**config.mk**
```make
export PLATFORM = sky130hd
export DESIGN_NAME = mem_arbiter_rr
export DESIGN_NICKNAME = d
export VERILOG_FILES = /design/src/rtl/mem_arbiter_rr.sv
export SDC_FILE = /design/constraint.sdc
export NUM_CORES = 1
export LEC_CHECK = 0
export ABC_AREA = 1
export CAP_MARGIN = 10
export CELL_PAD_IN_SITES_DETAIL_PLACEMENT = 0
export CELL_PAD_IN_SITES_GLOBAL_PLACEMENT = 1
export CORE_ASPECT_RATIO = 1.2
export CORE_UTILIZATION = 27
export CTS_BUF_LIST = sky130_fd_sc_hd__clkbuf_8
export CTS_CLUSTER_SIZE = 28
export DETAILED_ROUTE_END_ITERATION = 10
export PLACE_DENSITY = 0.9
export SYNTH_ARGS = -nofsm -noshare
export SYNTH_HDL_FRONTEND = slang
export SYNTH_SLANG_ARGS = --single-unit
```
**constraint.sdc**
```tcl
create_clock -name clk -period 1.9 [get_ports clk]
set_clock_uncertainty 0.1 [all_clocks]
set_input_delay 0.19 -clock clk [delete_from_list [all_inputs] [get_ports clk]]
set_output_delay 0.19 -clock clk [all_outputs]
set_load 0.02 [all_outputs]
```
**src/rtl/mem_arbiter_rr.sv**
```systemverilog
// Round-robin arbiter that shares one memory port between an instruction cache
// and a data cache, with a single outstanding transaction and tag-checked responses.
module mem_arbiter_rr #(
    parameter int ADDR_BITS   = 28,
    parameter int TAG_BITS    = 5,
    parameter int DATA_CYCLES = 4
) (
    input  logic                 clk,
    input  logic                 reset,

    input  logic                 ic_mem_req_valid,
    output logic                 ic_mem_req_ready,
    input  logic [ADDR_BITS-1:0] ic_mem_req_addr,
    output logic                 ic_mem_resp_valid,

    input  logic                 dc_mem_req_valid,
    output logic                 dc_mem_req_ready,
    input  logic                 dc_mem_req_rw,
    input  logic [ADDR_BITS-1:0] dc_mem_req_addr,
    input  logic                 dc_mem_req_data_valid,
    output logic                 dc_mem_req_data_ready,
    output logic                 dc_mem_resp_valid,

    output logic                 mem_req_valid,
    input  logic                 mem_req_ready,
    output logic                 mem_req_rw,
    output logic [ADDR_BITS-1:0] mem_req_addr,
    output logic [TAG_BITS-1:0]  mem_req_tag,
    output logic                 mem_req_data_valid,
    input  logic                 mem_req_data_ready,
    input  logic                 mem_resp_valid,
    input  logic [TAG_BITS-1:0]  mem_resp_tag,

    output logic                 tag_error
);

    localparam int CNT_BITS = (DATA_CYCLES > 1) ? $clog2(DATA_CYCLES) : 1;
    localparam int SEQ_BITS = TAG_BITS - 1;
    localparam logic [CNT_BITS-1:0] LAST_BEAT = CNT_BITS'(DATA_CYCLES - 1);

    typedef enum logic [1:0] {
        S_IDLE,
        S_REQ,
        S_WDATA,
        S_RESP
    } state_t;

    state_t                r_state;
    state_t                w_state_nxt;
    logic                  r_grant_dc;
    logic                  r_last_dc;
    logic                  r_rw;
    logic                  r_tag_error;
    logic [ADDR_BITS-1:0]  r_addr;
    logic [TAG_BITS-1:0]   r_tag;
    logic [SEQ_BITS-1:0]   r_seq;
    logic [CNT_BITS-1:0]   r_cnt;

    logic w_run;
    logic w_grant;
    logic w_grant_dc;
    logic w_req_hs;
    logic w_wbeat;
    logic w_rbeat;
    logic w_bad_resp;

    // Every handshake output is forced low while reset is held, whatever the state.
    assign w_run = reset;

    assign mem_req_addr = r_addr;
    assign mem_req_rw   = r_rw;
    assign mem_req_tag  = r_tag;
    assign tag_error    = r_tag_error;

    always_comb begin
        // NOTE: every signal gets a default first, so no branch can infer a latch.
        w_state_nxt           = r_state;
        w_grant               = 1'b0;
        w_grant_dc            = 1'b0;
        w_req_hs              = 1'b0;
        w_wbeat               = 1'b0;
        w_rbeat               = 1'b0;
        ic_mem_req_ready      = 1'b0;
        dc_mem_req_ready      = 1'b0;
        ic_mem_resp_valid     = 1'b0;
        dc_mem_resp_valid     = 1'b0;
        dc_mem_req_data_ready = 1'b0;
        mem_req_valid         = 1'b0;
        mem_req_data_valid    = 1'b0;

        if (w_run) begin
            case (r_state)
                S_IDLE: begin
                    if (ic_mem_req_valid || dc_mem_req_valid) begin
                        w_grant     = 1'b1;
                        // On a tie the side that did not win last time goes first.
                        w_grant_dc  = dc_mem_req_valid && (!ic_mem_req_valid || !r_last_dc);
                        w_state_nxt = S_REQ;
                    end
                end
                S_REQ: begin
                    mem_req_valid    = 1'b1;
                    ic_mem_req_ready = mem_req_ready && !r_grant_dc;
                    dc_mem_req_ready = mem_req_ready &&  r_grant_dc;
                    if (mem_req_ready) begin
                        w_req_hs    = 1'b1;
                        w_state_nxt = r_rw ? S_WDATA : S_RESP;
                    end
                end
                S_WDATA: begin
                    mem_req_data_valid    = dc_mem_req_data_valid;
                    dc_mem_req_data_ready = mem_req_data_ready;
                    w_wbeat               = dc_mem_req_data_valid && mem_req_data_ready;
                    if (w_wbeat && (r_cnt == LAST_BEAT)) begin
                        w_state_nxt = S_IDLE;
                    end
                end
                S_RESP: begin
                    w_rbeat           = mem_resp_valid && (mem_resp_tag == r_tag);
                    ic_mem_resp_valid = w_rbeat && !r_grant_dc;
                    dc_mem_resp_valid = w_rbeat &&  r_grant_dc;
                    if (w_rbeat && (r_cnt == LAST_BEAT)) begin
                        w_state_nxt = S_IDLE;
                    end
                end
                default: w_state_nxt = S_IDLE;
            endcase
        end
    end

    // Any response that is not a forwarded beat is stale or mis-tagged.
    assign w_bad_resp = mem_resp_valid && !w_rbeat;

    // NOTE: reset is sampled on the clock edge only; it is not in the sensitivity list.
    always_ff @(posedge clk) begin
        if (!reset) begin
            r_state <= S_IDLE;
        end else begin
            r_state <= w_state_nxt;
        end
    end

    always_ff @(posedge clk) begin
        if (!reset) begin
            r_grant_dc  <= 1'b0;
            r_last_dc   <= 1'b1;
            r_rw        <= 1'b0;
            r_addr      <= '0;
            r_tag       <= '0;
            r_seq       <= '0;
            r_cnt       <= '0;
            r_tag_error <= 1'b0;
        end else begin
            if (w_grant) begin
                r_grant_dc <= w_grant_dc;
                r_rw       <= w_grant_dc && dc_mem_req_rw;
                r_addr     <= w_grant_dc ? dc_mem_req_addr : ic_mem_req_addr;
                r_tag      <= {r_seq, w_grant_dc};
            end
            if (w_req_hs) begin
                r_cnt     <= '0;
                r_seq     <= r_seq + 1'b1;
                r_last_dc <= r_grant_dc;
            end else if (w_wbeat || w_rbeat) begin
                r_cnt <= r_cnt + 1'b1;
            end
            if (w_bad_resp) begin
                r_tag_error <= 1'b1;
            end
        end
    end

endmodule

```
==> results.cfg, run 1 <==
[sta]
min_period_ps = 1725
setup_viol = 0
fmax_mhz = 579.6
finalCritPeriodShare = 0.9081
rsz0062_at_grt = false
relSlewSlack = 0.5772
maxSlewViolCount = 0
final_hold_viol_count = 0
worst_pin_slew_ps = 633.2

[grt]
grt_antenna_before_repair = 0
grtUsageTotal = 0.1505
grt_pass1_wl_um = 10670
grt_pass1_vias = 2510
grt_start_max_net_pins = 38
gr-total-overflow = 0

[floorplanning]
num_rows = 36
pin_count = 112
coreArea_um2 = 8198
start_util = 0.2808
die_h_um = 103.2
die_area_um2 = 8902
die_w_um = 86.30

[logic_synthesis]
syn_avg_cell_area_um2 = 6.205
yosysUniqueCellTypes = 24
synth_seq_cells = 44
synthCells = 371
yosys_warnings = 0
syn-num-nets = 443
syn-cell-area_um2 = 2302
seq_area_frac_synth = 0.3826

[worst_setup_path]
path_class = register to output pin
cp_max_fo = 4
startpoint_type = register
crit_arrival_ps = 1440
critPathRequiredTime_ps = 1610
cp-end-kind = output pin

[clocking]
cts_tree = done
htree_levels = 2
clkSinkCount = 44
clkTransAtPathRegs_ps = 80
cts_buffers = 5
root_buffer = clkbuf_8
hold_buffers = 0
clockBufferDepth = 2
clkLatencyLatePin_ps = 290

[power]
p_per_area_nw_per_um2 = 729.0
p_total_mw = 2.694
irDropWorstVdd_v = 0.0003402
leakage_nw = 1.836

[final_layout]
final_cell_area_um2 = 3696
area_growth_pct = 60.54
fin_nets = 564
n_antenna_cell = 0
drive_above_1_share = 0.09736

[run]
maxCapViolCount = 0

[worst_hold_path]
hold_path_class = register to register

[placed_design]
gp_congestion = 0.8112
placed_cell_area_um2 = 3592
dp_hpwl_um = 4883
portBuffers = 111

[detailed_routing]
dr.first_iter.drc_count = 80
wire_per_inst_um = 10.48
vias_per_cell = 4.224
vias = 2564
post-route-drc-count = 0
firstDrtPassIters = 4
routed_wl_um = 6359
route.antenna.remaining_nets = 0

[outcome]
status = complete, no violations
## layout by cell type, fill, tap and decap left out, drive strengths merged
master | Yosys | routed
clkbuf | 2 | 8
o22ai | 1 | 1
buf | 15 | 22
nor2 | 16 | 16
inv | 53 | 53
ha | 2 | 2
dlygate4sd2 | 0 | 3
a21oi | 8 | 8
nor3 | 2 | 2
clkinv | 0 | 1
xor2 | 1 | 1
nand2 | 174 | 174
bufinv | 0 | 1
o21ai | 10 | 10
clkdlybuf4s50 | 0 | 104
nand4 | 1 | 1
nand3 | 41 | 41
o31ai | 1 | 1
dfxtp | 44 | 44
## synthesized netlist by cell type (all sizes together)
cell type | count | area [um2]
nand4 | 1 | 6.260
nand2 | 174 | 653.1
nor2 | 16 | 75.07
nor3 | 2 | 10.01
o31ai | 1 | 7.510
buf | 15 | 106.4
ha | 2 | 25.02
clkbuf | 2 | 7.510
dfxtp | 44 | 880.8
o22ai | 1 | 6.260
o21ai | 10 | 50.04
xor2 | 1 | 8.760
nand3 | 41 | 222.7
inv | 53 | 198.9
a21oi | 8 | 43.79
## per-layer routing
layer / GRT usage / wire length, um
met1: 0.1570 / 2684
met2: 0.2937 / 3232
met3: 0.03283 / 319
met4: 0.05513 / 123
met5: 0 / 0
## worst max-delay path, cell delays in order, from the launching register on
cell and delay [ps]:
dfxtp_2 380, inv_2 50, nor2_1 150, nand2_1 110, nor2_2 110, inv_1 80
nor2_1 80, clkbuf_2 180
## registers in the layout, summed over array words and instances, names as in the netlist
signal,flops
mem_req_addr,28
mem_req_tag,5
r_seq,4
r_cnt,2
r_state,2
mem_req_rw,1
r_last_dc,1
tag_error,1
## path summary, 6_finish.rpt
check,to,slack [ps],cells past startpoint,from
min,r_seq[3],380,2,r_seq[3]
max,dc_mem_req_ready,170,7,r_state[0]
max reg2reg,mem_req_addr[4],250,8,r_state[0]
min reg2reg,r_seq[3],380,2,r_seq[3]
## kinds of logic (layout without fill, tap and decap cells)
group,Yosys count,count (layout),synth area share
adder cells (fa/ha/maj),2,2,0.01087
AND/OR/NAND/NOR,234,234,0.4201
AO/OA/AOI/OAI,20,20,0.04674
flip-flops,44,44,0.3826
XOR/XNOR,1,1,0.003805
buffers and inverters,70,192,0.1359
## power by group
| group | internal (mW) | switching, mW | total [mW] | leakage, nW |
|---|---|---|---|---|
| clock | 0.430 | 0.311 | 0.741 | 0.0614 |
| sequential | 1.04 | 0.0618 | 1.10 | 0.366 |
| combinational | 0.429 | 0.426 | 0.856 | 1.41 |
## final cells by class
type                            count  area, um2
Sequential cell                    44      884.6
Tap cell                          114      142.6
Fill cell                         880       4502
Clock inverter                      2      38.79
Timing Repair Buffer              131       1237
Clock buffer                        6      82.58
Inverter                           53      198.9
Multi-Input combinational cell    257       1111
## timing repair
item / in CTS / in global routing
buffers inserted: 0 / 0
pin swaps: 0 / 1
setup endpoints to repair: 7 / 4
resized for setup: 14 / 7
## per-stage QoR
| step | hold slack (ps) | setup TNS [ps] | instances | setup WS [ps] | utilization |
|---|---|---|---|---|---|
| floorplan | 234.7 | 0 | 371 | 369.6 | - |
| global placement | 364.4 | -566.9 | 599 | -231.4 | 0.4382 |
| detailed placement | 366.6 | -752.6 | 599 | -295.7 | 0.4382 |
| CTS | 371.6 | 0 | 607 | 5.769 | 0.4530 |
| global route | 380.1 | 0 | 607 | 11.09 | 0.4509 |
| finish | 378.1 | 0 | 607 | 174.6 | 0.4509 |
Note: power is estimated with default switching activity, not from simulation.
==> inputs of run 2 (changes only) <==
==> constraint.sdc (replaced) <==
create_clock -name clk -period 1.8 [get_ports clk]
set_clock_uncertainty 0.1 [all_clocks]
set_input_delay 0.18 -clock clk [delete_from_list [all_inputs] [get_ports clk]]
set_output_delay 0.18 -clock clk [all_outputs]
set_load 0.02 [all_outputs]
==> run 2 against run 1 <==
  * Total power is 5.1% higher
  * Global-route usage decreased by 0.094 points
  * Cell count rose by 1.5%
  * Sequential power is 5% higher
  * Wire length is 1.2% higher
  * Highest routed layer unchanged
==> results.cfg, run 2 (synthesis results as in run 1) <==
[sta]
relSlewSlack = 0.6658
fin_setup_tns_ps = 0
setup_viol = 0
worst_pin_slew_ps = 500.6
maxSlewViolCount = 0
setup_ws_ps = 105.9
finalCritPeriodShare = 0.9412
final_hold_viol_count = 0
min_period_ps = 1694
fmax_mhz = 590.3

[detailed_routing]
vias = 2568
firstDrtPassIters = 5
route.antenna.remaining_nets = 0
routed_wl_um = 6438
dr.first_iter.drc_count = 70
vias_per_cell = 4.169
wire_per_inst_um = 10.45
post-route-drc-count = 0

[worst_setup_path]
cp_max_fo = 4
critPathRequiredTime_ps = 1520
crit_arrival_ps = 1410
cp-end-kind = output pin
path_class = input pin to output pin
startpoint_type = input pin

[clocking]
clkSinkCount = 44
clockBufferDepth = 2
clkTransAtPathRegs_ps = 80
hold_buffers = 0
clkLatencyLatePin_ps = 290
root_buffer = clkbuf_8
cts_tree = done
cts_buffers = 5
htree_levels = 2

[grt]
grt_start_max_net_pins = 38
grt_pass1_wl_um = 10590
grt_pass1_vias = 2446
gr-total-overflow = 0
grt_antenna_before_repair = 0
grtUsageTotal = 0.1496

[power]
irDropWorstVdd_v = 0.0002808
leakage_nw = 1.876
p_per_area_nw_per_um2 = 753.5

[final_layout]
multi_input_area_um2 = 1114
n_antenna_cell = 0
finish.utilization = 0.4585
drive_above_1_share = 0.1155
final_cell_area_um2 = 3759
final_common_cell = nand2_1
fillers = 883
fin_nets = 573
final_cell_mix = nand2_1, clkdlybuf4s50_1, inv_1
largest_reg_flops = 28
area_growth_pct = 63.26
ff_latch_area_um2 = 884.6

[floorplanning]
die_area_um2 = 8902
pin_count = 112
coreArea_um2 = 8198
die_h_um = 103.2
start_util = 0.2808
num_rows = 36
die_w_um = 86.30

[placed_design]
dp_hpwl_um = 4844
portBuffers = 111
gp_congestion = 0.8205
pre_cts_ws_ps = -371.7
placed_cell_area_um2 = 3630

[outcome]
status = complete, no violations

[worst_hold_path]
hold_path_class = input pin to register

[run]
maxCapViolCount = 0
run 2: changes by cell type in the layout (fill, tap and decap cells not counted), sizes merged:
cell      delta
clkbuf       -3
buf         +11
clkinvlp     +1
run 2: final cells by class:
class                           count  share of cell area
Clock buffer                        5             0.01831
Clock inverter                      3             0.01132
Inverter                           53             0.05360
Multi-Input combinational cell    257              0.2963
Sequential cell                    44              0.2354
Tap cell                          114             0.03795
Timing Repair Buffer              140              0.3472
run 2: repair_timing:
action,4_1_cts,5_1_grt
resized for setup,19,7
pin swaps,1,2
cloned,0,0
endpoints found under the setup margin,7,7
buffers inserted,1,3
run 2: through the flow:
| stage | power (mW) | instances | hold WS [ps] |
|---|---|---|---|
| global route | 2.996 | 616 | 373.2 |
| floorplan | 1.630 | 371 | 224.7 |
| global placement | 2.094 | 604 | 364.9 |
| CTS | 2.867 | 613 | 357.2 |
| finish | 2.832 | 616 | 357.6 |
| detailed placement | 2.102 | 604 | 369.6 |
run 2: path summary, 6_finish.rpt:
check,slack [ps],depth (start not counted),end,from
setup reg to reg,250,8,mem_req_addr[18],r_state[0]
hold reg to reg,380,2,r_seq[3],r_seq[3]
hold / removal,360,3,mem_req_rw,dc_mem_req_rw
setup / recovery,110,8,dc_mem_resp_valid,mem_resp_valid
run 2: metal layers:
metal	GRT usage	routed length [um]	part of all wire
met1	0.1655	2754	0.43
met3	0.03122	334	0.052
met2	0.2888	3296	0.51
met5	0	0	0
met4	0.03846	53	0.0082
run 2: power by group:
group / switching (mW) / total [mW] / internal (mW)
logic: 0.456 / 0.923 / 0.466
clock network: 0.342 / 0.752 / 0.411
registers: 0.0636 / 1.16 / 1.09
total: 0.862 / 2.83 / 1.97
run 2: worst max-delay path, stage by stage:
cell and delay [ps]:
clkdlybuf4s50_1 480, inv_1 40, a21oi_1 110, nand2_1 80, nor2_2 130, nand3_2 120
nor2_1 100, buf_2 170
